==> src/rtl/biriscv_icache_flush_ctrl.sv <==
// ----------------------------------------------------------------------------
// biriscv_icache_flush_ctrl
// Instruction-cache maintenance controller. It sequences full-cache flushes
// (a walk over every line index) and single-line invalidates. While maintenance
// is pending or running it gates the fetch -> cache read path. Before it starts
// any walk it waits for an outstanding cache read to return.
//
// Ports
//   clk, rst_n          clock and asynchronous active-low reset
//   flush_req_i         full flush request pulse
//   inval_req_i         single-line invalidate pulse, addressed by inval_addr_i
//   fetch_rd_i/pc_i     fetch read request and address
//   fetch_accept_o      read accepted (cache accept passed through when open)
//   cache_rd_o/pc_o     read request and address forwarded to the cache array
//   cache_accept_i      cache array accepts cache_rd_o
//   cache_valid_i       cache array read response
//   line_inval_o/idx_o  invalidate strobe and line index
//   busy_o              maintenance pending or in progress
//   flush_done_o        one-cycle pulse when a full flush completes
// ----------------------------------------------------------------------------
module biriscv_icache_flush_ctrl #(
    parameter int unsigned NUM_LINES  = 256,
    parameter int unsigned IDX_W      = 8,
    parameter int unsigned LINE_SHIFT = 5,
    parameter int unsigned INIT_FLUSH = 1
) (
    input  logic             clk,
    input  logic             rst_n,
    input  logic             flush_req_i,
    input  logic             inval_req_i,
    input  logic [31:0]      inval_addr_i,
    input  logic             fetch_rd_i,
    input  logic [31:0]      fetch_pc_i,
    output logic             fetch_accept_o,
    output logic             cache_rd_o,
    output logic [31:0]      cache_pc_o,
    input  logic             cache_accept_i,
    input  logic             cache_valid_i,
    output logic             line_inval_o,
    output logic [IDX_W-1:0] line_idx_o,
    output logic             busy_o,
    output logic             flush_done_o
);

    localparam logic [IDX_W-1:0] LAST_IDX = IDX_W'(NUM_LINES - 1);

    typedef enum logic [2:0] {
        ST_IDLE,
        ST_DRAIN,
        ST_FLUSH,
        ST_INVAL,
        ST_DONE
    } state_t;

    state_t           r_state;
    logic [IDX_W-1:0] r_cnt;
    logic             r_outstanding;
    logic             r_flush_pend;
    logic             r_inval_pend;
    logic [IDX_W-1:0] r_inval_idx;

    logic w_inval_cap;
    logic w_flush_any;
    logic w_inval_any;
    logic w_wait_rsp;
    logic w_enter_flush;
    logic w_open;
    logic w_unused_addr;

    // An invalidate that coincides with a flush request is subsumed by the flush.
    assign w_inval_cap = inval_req_i && !flush_req_i;
    assign w_flush_any = flush_req_i || r_flush_pend;
    assign w_inval_any = w_inval_cap || r_inval_pend;

    // A read is in flight and its response has not arrived this cycle.
    assign w_wait_rsp  = r_outstanding && !cache_valid_i;

    // Every path into the FLUSH state.
    assign w_enter_flush = ((r_state == ST_IDLE)  && w_flush_any && !w_wait_rsp) ||
                           ((r_state == ST_DRAIN) && w_flush_any && cache_valid_i) ||
                           ((r_state == ST_DONE)  && r_flush_pend);

    // Fetch path is open only with no maintenance requested, pending or active.
    assign w_open = (r_state == ST_IDLE) && !r_flush_pend && !r_inval_pend &&
                    !flush_req_i && !inval_req_i;

    assign cache_rd_o     = w_open && fetch_rd_i;
    assign cache_pc_o     = fetch_pc_i;
    assign fetch_accept_o = w_open && cache_accept_i;

    // Maintenance outputs are pure decodes of state flops.
    assign line_inval_o = (r_state == ST_FLUSH) || (r_state == ST_INVAL);
    assign line_idx_o   = (r_state == ST_FLUSH) ? r_cnt :
                          (r_state == ST_INVAL) ? r_inval_idx : '0;
    assign flush_done_o = (r_state == ST_DONE);
    assign busy_o       = (r_state != ST_IDLE) || r_flush_pend || r_inval_pend;

    // Only the line-index field of the invalidate address is consumed.
    assign w_unused_addr = ^inval_addr_i;

    // Outstanding read tracker; a new accept wins over a same-cycle response.
    always_ff @(posedge clk or negedge rst_n) begin
        if (!rst_n) begin
            r_outstanding <= 1'b0;
        end else if (cache_rd_o && cache_accept_i) begin
            r_outstanding <= 1'b1;
        end else if (cache_valid_i) begin
            r_outstanding <= 1'b0;
        end
    end

    // Pending request capture; entering a flush retires both kinds of request.
    always_ff @(posedge clk or negedge rst_n) begin
        if (!rst_n) begin
            r_flush_pend <= 1'(INIT_FLUSH != 0);
            r_inval_pend <= 1'b0;
            r_inval_idx  <= '0;
        end else begin
            if (w_enter_flush) begin
                r_flush_pend <= 1'b0;
            end else if (flush_req_i) begin
                r_flush_pend <= 1'b1;
            end

            if (w_inval_cap) begin
                r_inval_idx <= inval_addr_i[LINE_SHIFT+IDX_W-1:LINE_SHIFT];
            end

            if (w_enter_flush) begin
                r_inval_pend <= 1'b0;
            end else if (w_inval_cap) begin
                r_inval_pend <= 1'b1;
            end else if (r_state == ST_INVAL) begin
                r_inval_pend <= 1'b0;
            end
        end
    end

    // Maintenance sequencer and line-walk counter.
    always_ff @(posedge clk or negedge rst_n) begin
        if (!rst_n) begin
            r_state <= ST_IDLE;
            r_cnt   <= '0;
        end else begin
            case (r_state)
                ST_IDLE: begin
                    if (w_flush_any || w_inval_any) begin
                        if (w_wait_rsp) begin
                            r_state <= ST_DRAIN;
                        end else if (w_flush_any) begin
                            r_state <= ST_FLUSH;
                            r_cnt   <= '0;
                        end else begin
                            r_state <= ST_INVAL;
                        end
                    end
                end
                ST_DRAIN: begin
                    if (cache_valid_i) begin
                        if (w_flush_any) begin
                            r_state <= ST_FLUSH;
                            r_cnt   <= '0;
                        end else begin
                            r_state <= ST_INVAL;
                        end
                    end
                end
                ST_FLUSH: begin
                    if (r_cnt == LAST_IDX) begin
                        r_state <= ST_DONE;
                        r_cnt   <= '0;
                    end else begin
                        r_cnt <= r_cnt + IDX_W'(1);
                    end
                end
                ST_INVAL: begin
                    r_state <= ST_IDLE;
                end
                ST_DONE: begin
                    if (r_flush_pend) begin
                        r_state <= ST_FLUSH;
                        r_cnt   <= '0;
                    end else begin
                        r_state <= ST_IDLE;
                    end
                end
                default: begin
                    r_state <= ST_IDLE;
                    r_cnt   <= '0;
                end
            endcase
        end
    end

endmodule
==> config.mk <==
export PLATFORM = sky130hd
export DESIGN_NAME = biriscv_icache_flush_ctrl
export DESIGN_NICKNAME = d
export VERILOG_FILES = /design/src/rtl/biriscv_icache_flush_ctrl.sv
export SDC_FILE = /design/constraint.sdc
export NUM_CORES = 1
export LEC_CHECK = 0
export ABC_CLOCK_PERIOD_IN_PS = 2600
export BUFFER_PORTS_ARGS = -buffer_cell sky130_fd_sc_hd__buf_2
export CAP_MARGIN = 20
export CORE_MARGIN = 2
export CORE_UTILIZATION = 43
export DETAILED_ROUTE_END_ITERATION = 12
export GPL_TIMING_DRIVEN = 0
export PLACE_DENSITY = 0.95
export SLEW_MARGIN = 15
export SYNTH_ARGS = -nofsm -noshare
export SYNTH_HDL_FRONTEND = slang
export SYNTH_SLANG_ARGS = --single-unit
==> constraint.sdc <==
create_clock -name clk -period 2.6 [get_ports clk]
set_clock_uncertainty 0.05 [all_clocks]
set_input_delay 0.26 -clock clk [delete_from_list [all_inputs] [get_ports clk]]
set_output_delay 0.26 -clock clk [all_outputs]
set_load 0.1 [all_outputs]
==> summary.txt, run 1 <==
STA
  • Final Hold Viols: 0
  • Final critical-path required period: 2.37 ns
  • RSZ-0062 raised after global routing: no
  • Fin crit share: 0.911
  • Pins Over Slew Limit: 0
  • Slew Limit Headroom: 0.660
  • Slew @ Worst Pin: 0.509 ns
  • Final setup fails: 0
  • PnR worst setup slack: 0.230 ns
  • Max Clock Freq: 0.422 GHz

CTS
  • # clock sinks: 22
  • CTS clock-pin slew for the worst setup and hold paths: 0.14 ns
  • H-tree Lvls: 1
  • Postcts setup bufs: 0
  • Clock root buffer: clkbuf_4
  • TritonCTS Buffers: 3
  • Clock Latency Late Sink: 0.31 ns
  • CTS Buffer Depth: 2
  • CTS tree: done

Logic synthesis
  • Main synth FF type: dfrtp_1
  • Syn Nets: 223
  • Commonest cells in the netlist: buf_4, dfrtp_1, nor2_1
  • Area leader, netlist: dfrtp_1
  • Post-synthesis cell type count: between 40 and 50
  • Ys Warns: 0
  • Synth top area share: 0.352
  • XOR/XNOR share of the synthesized area: 0.00586
  • FFs w/ async S/R, synth: 1.00
  • Synth Area in Adders: 0.00838
  • Synth Area in Compound Gates: 0.124
  • Synth Area in Simple Gates: 0.178
  • Post-synthesis sequential area ratio: 0.369
  • Post-synth EDFFs: 0
  • Cells taking the most area after synthesis: dfrtp_1, buf_4, mux2i_1, mux2_2, nor2_1
  • Yosys reg bits: 22
  • Mux cell area share after synthesis: 0.121
  • Mapped Avg Cell Area: 9.89 sq um
  • Syn Inst Count: 151
  • Top-count cell post-synth: buf_4
  • Main combinational cell family by area after synthesis: buffers and inverters
  • Area of the mapped netlist: 1490 sq um

Pwr
  • VDD IR max: 0.000191 V
  • P per Cell Area: 479 nW/um^2
  • Leakage power: 0.953 nW
  • PnR Total Power: ~900 uW

Placed design
  • Placed Cells: around 260
  • Routability Congestion: 0.850
  • Worst slack, placed: 0.568 ns
  • Final HPWL DP: between 2 and 2.5 mm
  • Port Buffers: 59

Critical path
  • Delay-heaviest family, CP: simple AND/OR/NAND/NOR gates
  • CP max-delay cell: buf_2
  • Flop2flop setup slack: around 0.9 ns
  • Worst path arrival time: 2.06 ns
  • Critical path, cell by cell: buf_4 > nor2_4 > nand3b_1 > nor3_2 > and2_4 > buf_2
  • CP peak stage delay: 0.41 ns
  • Worst Setup End Kind: output port
  • CP Depth: 6
  • Worst Path Buf+Inv: 2
  • R2R cell count: 5
  • Data required, critical path: 2.29 ns
  • Startpoint types: flop
  • R2R Path End: r_cnt[5]
  • Critical Path Fanout Max: 10
  • Critical path class: flop to output port
  • RR Startpoint: r_cnt[0]

Global routing
  • Largest net degree at the start of global routing: 23
  • Gr usage total: 0.152
  • Total grt overflow: 0
  • Initial antenna violation count: 0
  • First-pass GRT wire length: 4.97 mm
  • Vias in the first global route: between 1000 and 1500

Route
  • DR pass1 iterations: 4
  • Total Wirelength: 3.02 mm
  • Average wire per standard cell: roughly 12 microns
  • Routed Antenna Nets: 0
  • Drt via density: 4.74
  • Drc violations: 0
  • Via count: 1237
  • Initial DRC Count: 44

Die
  • Row count: 21
  • Die Wd: 62.9 microns
  • Core Area: 3340 sq um
  • Die Y: about 63 microns
  • DIE AREA: slightly below 4000 sq um
  • Initial Util: 0.448
  • Top-level port count: 116

Worst hold path
  • Hold Path Cell Cnt: 2
  • Hold Path End: r_inval_idx[2]
  • Worst Hold Class: input pin to flop
  • Hold Path Origin: inval_addr_i[7]

Layout
  • Nets: 288
  • P&R area growth vs syn: 29.3%
  • Layout cells sized above 1: 0.567
  • Non-Filler Instances: 261
  • ANT cells: 0

Job
  • Max Cap Viol: 0

Outcome
  • Status: finished clean
[power by group]
group	switching [mW]	total (mW)	internal (mW)
registers	0.00872	0.369	0.360
clock network	0.104	0.260	0.156
logic	0.224	0.296	0.0722
[cell type report]
cell class | count | area [sq um]
clock buffers | 3 | 22.5
plain buffers | 38 | 282
fillers | 323 | 1410
inverters | 3 | 11.3
flip-flops and latches | 22 | 552
repair buffers | 60 | 305
clock inverters | 1 | 30.0
multi-input cells | 88 | 672
well taps | 46 | 57.6
[how the worst max path moves through the flow]
stage | start | to | slack (ns)
6_report | r_state[1] | cache_rd_o | 0.23
5_1_grt | r_state[1] | fetch_accept_o | 0.1
4_1_cts | r_state[1] | cache_rd_o | 0.22
3_5_place_dp | r_state[1] | cache_rd_o | 0.57
3_3_place_gp | r_state[1] | fetch_accept_o | 0.57
2_1_floorplan | r_state[2] | cache_rd_o | -0.01
[worst reg2reg max path: cells and delay by family, from the launching register on]
kind            cells  cell delay [ns]
flops               1             0.44
compound gates      2             0.53
simple gates        2             0.32
fa+ha+maj           1             0.23
[flip-flops by register name, summed over array words and instances, names as in the netlist]
name and cells:
r_flush_pend 1, r_outstanding 1, r_inval_idx 8, r_inval_pend 1, r_cnt 8, r_state 3
[metrics by stage]
stage	hold slack (ns)	utilization	TNS, ns	cell area, sq um
detailed placement	0.209	0.560	0	1870
global placement	0.204	0.560	0	1870
global route	0.108	0.579	0	1930
CTS	0.119	0.579	0	1930
finish	0.121	0.579	0	1930
floorplan	-0.0856	-	-0.0276	1520
[cell families (layout without fill, tap and decap cells)]
kind of cell               Yosys count  after routing
xor gates and xnor gates             1              1
DFF                                 22             22
adders and majority gates            1              1
AOI/OAI and AO/OA                   25             25
buffers and inverters               41            105
and+or+nand+nor                     44             44
muxes                               17             17
[routing by layer]
metal | vias up | global-route usage | share of wire
li1 | 628 | - | -
met2 | 44 | 0.263 | 0.50
met1 | 561 | 0.203 | 0.43
met5 | - | 0 | 0
met3 | 4 | 0.0234 | 0.062
met4 | 0 | 0.0250 | 0.0063
[layout by cell type (no fill, tap or decap), types with 3 or more instances in the layout]
master / synthesis / final
buf_2: 4 / 62
clkbuf_4: 0 / 3
dfrtp_1: 21 / 21
mux2_2: 8 / 8
a211o_1: 3 / 3
nand2b_1: 3 / 3
mux2i_1: 9 / 9
a31oi_1: 3 / 3
o21ai_0: 5 / 5
buf_4: 33 / 34
nor3_1: 4 / 4
inv_1: 3 / 3
nor2b_1: 3 / 3
nor2_1: 13 / 11
[timing repair]
| action | 4_1_cts | 5_1_grt |
|---|---|---|
| gates resized for setup | 0 | 0 |
| hold endpoints to repair | 21 | 0 |
| hold buffers | 1 | 0 |
Power figures use the tool's default switching activity.
==> run 2: changes to the inputs <==
==> constraint.sdc (replaced) <==
create_clock -name clk -period 2.6 [get_ports clk]
set_clock_uncertainty 0.05 [all_clocks]
set_input_delay 0.13 -clock clk [delete_from_list [all_inputs] [get_ports clk]]
set_output_delay 0.13 -clock clk [all_outputs]
set_load 0.1 [all_outputs]
==> run 2 against run 1 <==
  * Global-route usage rose by 0.97 points
  * Via count rose by 5.5%
  * Critical endpoint is now fetch_accept_o
  * Power rose by 0.67%
  * Worst hold slack got worse by 0.089 ns
  * Largest cell class is now non-clock buffers
  * Die area did not move
  * Critical path depth did not move
  * Routed wire length rose by 3.5%
  * Sequential power barely moved
==> summary.txt, run 2 (synthesized netlist as in run 1, its figures left out) <==
Route
  • Average wire per standard cell: 11.6 microns (+0.43%)
  • Post-Route M1 WL: 1.25 mm (-3.7%)
  • Routed Antenna Nets: 0 (unchanged)
  • DR WL met3: 207 microns (+11%)
  • Highest Signal Layer: met4
  • Initial DRC Count: 35 (-20%)
  • DR pass1 iterations: 4 (unchanged)
  • Drt via density: 4.85 (+2.4%)
  • Drc violations: 0 (unchanged)
  • Total Wirelength: 3.12 mm (+3.5%)
  • Via count: 1305 (+5.5%)
  • WL met2: 1.62 mm (+7.5%)

STA
  • Final Hold Viols: 0 (unchanged)
  • Fin crit share: 0.888 (-0.0236)
  • Max Clock Freq: 0.433 GHz (+2.7%)
  • Pins Over Slew Limit: 0 (unchanged)
  • Slew Limit Headroom: 0.664 (+0.00367)
  • Slew @ Worst Pin: 0.504 ns (-0.00550 ns)
  • Final setup fails: 0 (unchanged)
  • Final critical-path required period: 2.31 ns (-0.0613 ns)
  • RSZ-0062 raised after global routing: no

Critical path
  • Worst Setup End Kind: output port
  • Data required, critical path: 2.42 ns (+0.13 ns)
  • Flop2flop setup slack: 0.91 ns (about the same)
  • Startpoint types: flop
  • Critical path class: flop to output port
  • Worst path arrival time: 2.13 ns (+0.07 ns)
  • RR Startpoint: r_cnt[0]
  • Crit. Startpoint: r_state[1]
  • Critical Path Fanout Max: 10 (unchanged)

CTS
  • Gates resized, CTS repair: 0 (unchanged)
  • Clock Latency Late Sink: 0.31 ns (about the same)
  • TritonCTS Buffers: 3 (unchanged)
  • Clock root buffer: clkbuf_4
  • # clock sinks: 22 (unchanged)
  • CTS clock-pin slew for the worst setup and hold paths: 0.11 ns (-0.03 ns)
  • CTS Buffer Depth: 2 (unchanged)
  • CTS tree: done
  • H-tree Lvls: 1 (unchanged)

Layout
  • ANT cells: 0 (unchanged)
  • Commonest non-fill, non-tap cell in the layout: buf_2
  • Layout cells sized above 1: 0.534 (-0.0338)
  • Regs by FF count: r_cnt (8), r_inval_idx (8), r_state (3)
  • Nets: 296 (+2.8%)
  • Final core utilization: 0.598 (+0.0191)
  • Most frequent cells in the layout: buf_2, buf_4, dfrtp_1
  • P&R area growth vs syn: 33.6%
  • Design area: 2000 sq um (+3.3%)

Die
  • DIE AREA: 3960 sq um (unchanged)
  • Die Y: 62.9 microns (unchanged)
  • Die Wd: 62.9 microns (unchanged)
  • Row count: 21 (unchanged)
  • Core Area: 3340 sq um (unchanged)
  • Top-level port count: 116 (unchanged)
  • Initial Util: 0.448 (unchanged)

Job
  • Max Cap Viol: 0 (unchanged)

Pwr
  • Sequential Power Share: 0.397 (-0.002)
  • VDD IR max: 0.000321 V (+68%)
  • Clk pwr share: 0.274 (-0.007)
  • Internal: 596 uW (+1.4%)
  • Sw Share: 0.359 (-0.00444)
  • Combinational share of power: 0.329 (+0.009)
  • Leakage power: 0.987 nW (+3.6%)
  • Net switching power figure: 334 uW (-0.56%)
  • P per Cell Area: 466 nW/um^2 (-2.6%)

Global routing
  • Largest net degree at the start of global routing: 23 (unchanged)
  • Total grt overflow: 0 (unchanged)
  • Gr usage total: 0.162 (+0.00968)
  • First-pass GRT wire length: 5.13 mm (+3.2%)
  • Initial antenna violation count: 0 (unchanged)
  • Vias in the first global route: 1185 (+3.6%)

Placed design
  • Placed inst area: 1850 sq um (-0.87%)
  • Routability Congestion: 0.845 (-0.54%)
  • Port Buffers: 59 (unchanged)
  • Final HPWL DP: 2.47 mm (+2.5%)

Outcome
  • Status: finished clean

Worst hold path
  • Worst Hold Class: input pin to flop
  • Hold Path Origin: fetch_rd_i
run 2: changes by cell type in the layout (fill, tap and decap cells not counted), sizes merged:
cell         previous run  this run
dlygate4sd3             1         9
run 2: area by class of cell:
type,count,area [sq um]
tap,46,57.6
clock inverter,1,30.0
multi-input combinational,88,658
buffer,38,279
sequential,22,552
inverter,3,11.3
timing repair buffer,68,385
clock buffer,3,22.5
fill,295,1340
run 2: power groups by stage:
stage,Clock [mW],Sequential [mW],Combinational [mW]
3_5_place_dp,0,0.376,0.298
6_report,0.255,0.370,0.306
5_1_grt,0.285,0.371,0.317
3_3_place_gp,0,0.375,0.294
4_1_cts,0.264,0.370,0.307
2_1_floorplan,0,0.373,0.255
run 2: path summary, 6_finish.rpt:
kind,cells past startpoint,to
setup / recovery,6,fetch_accept_o
hold / removal,2,r_outstanding
setup reg to reg,5,r_cnt[7]
hold reg to reg,1,r_inval_idx[7]
max in group asynchronous,2,r_flush_pend
min in group asynchronous,2,r_cnt[3]
run 2: routing by layer:
metal  up-vias  global-route usage
met5         -                   0
met4         0              0.0611
met3         4              0.0342
met2        51               0.291
met1       605               0.186
li1        645                   -
run 2: critical path, cell delays in order, from the launching register on:
cell and delay (ns):
dfrtp_1 0.37, buf_4 0.16, nor2_1 0.24, nand3b_1 0.15
nor3_2 0.29, and2_2 0.20, buf_2 0.41
run 2: repair_timing:
action | in CTS | in global routing
hold buffers | 8 | 1
buffers inserted | 0 | 0
endpoints found under the hold margin | 28 | 1
run 2: stage by stage:
step | worst slack [ns] | total power, mW | TNS (ns) | instances | hold slack (ns)
floorplan | -0.344 | 0.629 | -0.412 | 151 | -0.216
global route | 0.185 | 0.974 | 0 | 269 | 0.0194
detailed placement | 0.655 | 0.674 | 0 | 256 | 0.0707
CTS | 0.297 | 0.941 | 0 | 268 | 0.00226
global placement | 0.662 | 0.669 | 0 | 256 | 0.0631
finish | 0.292 | 0.931 | 0 | 269 | 0.0314
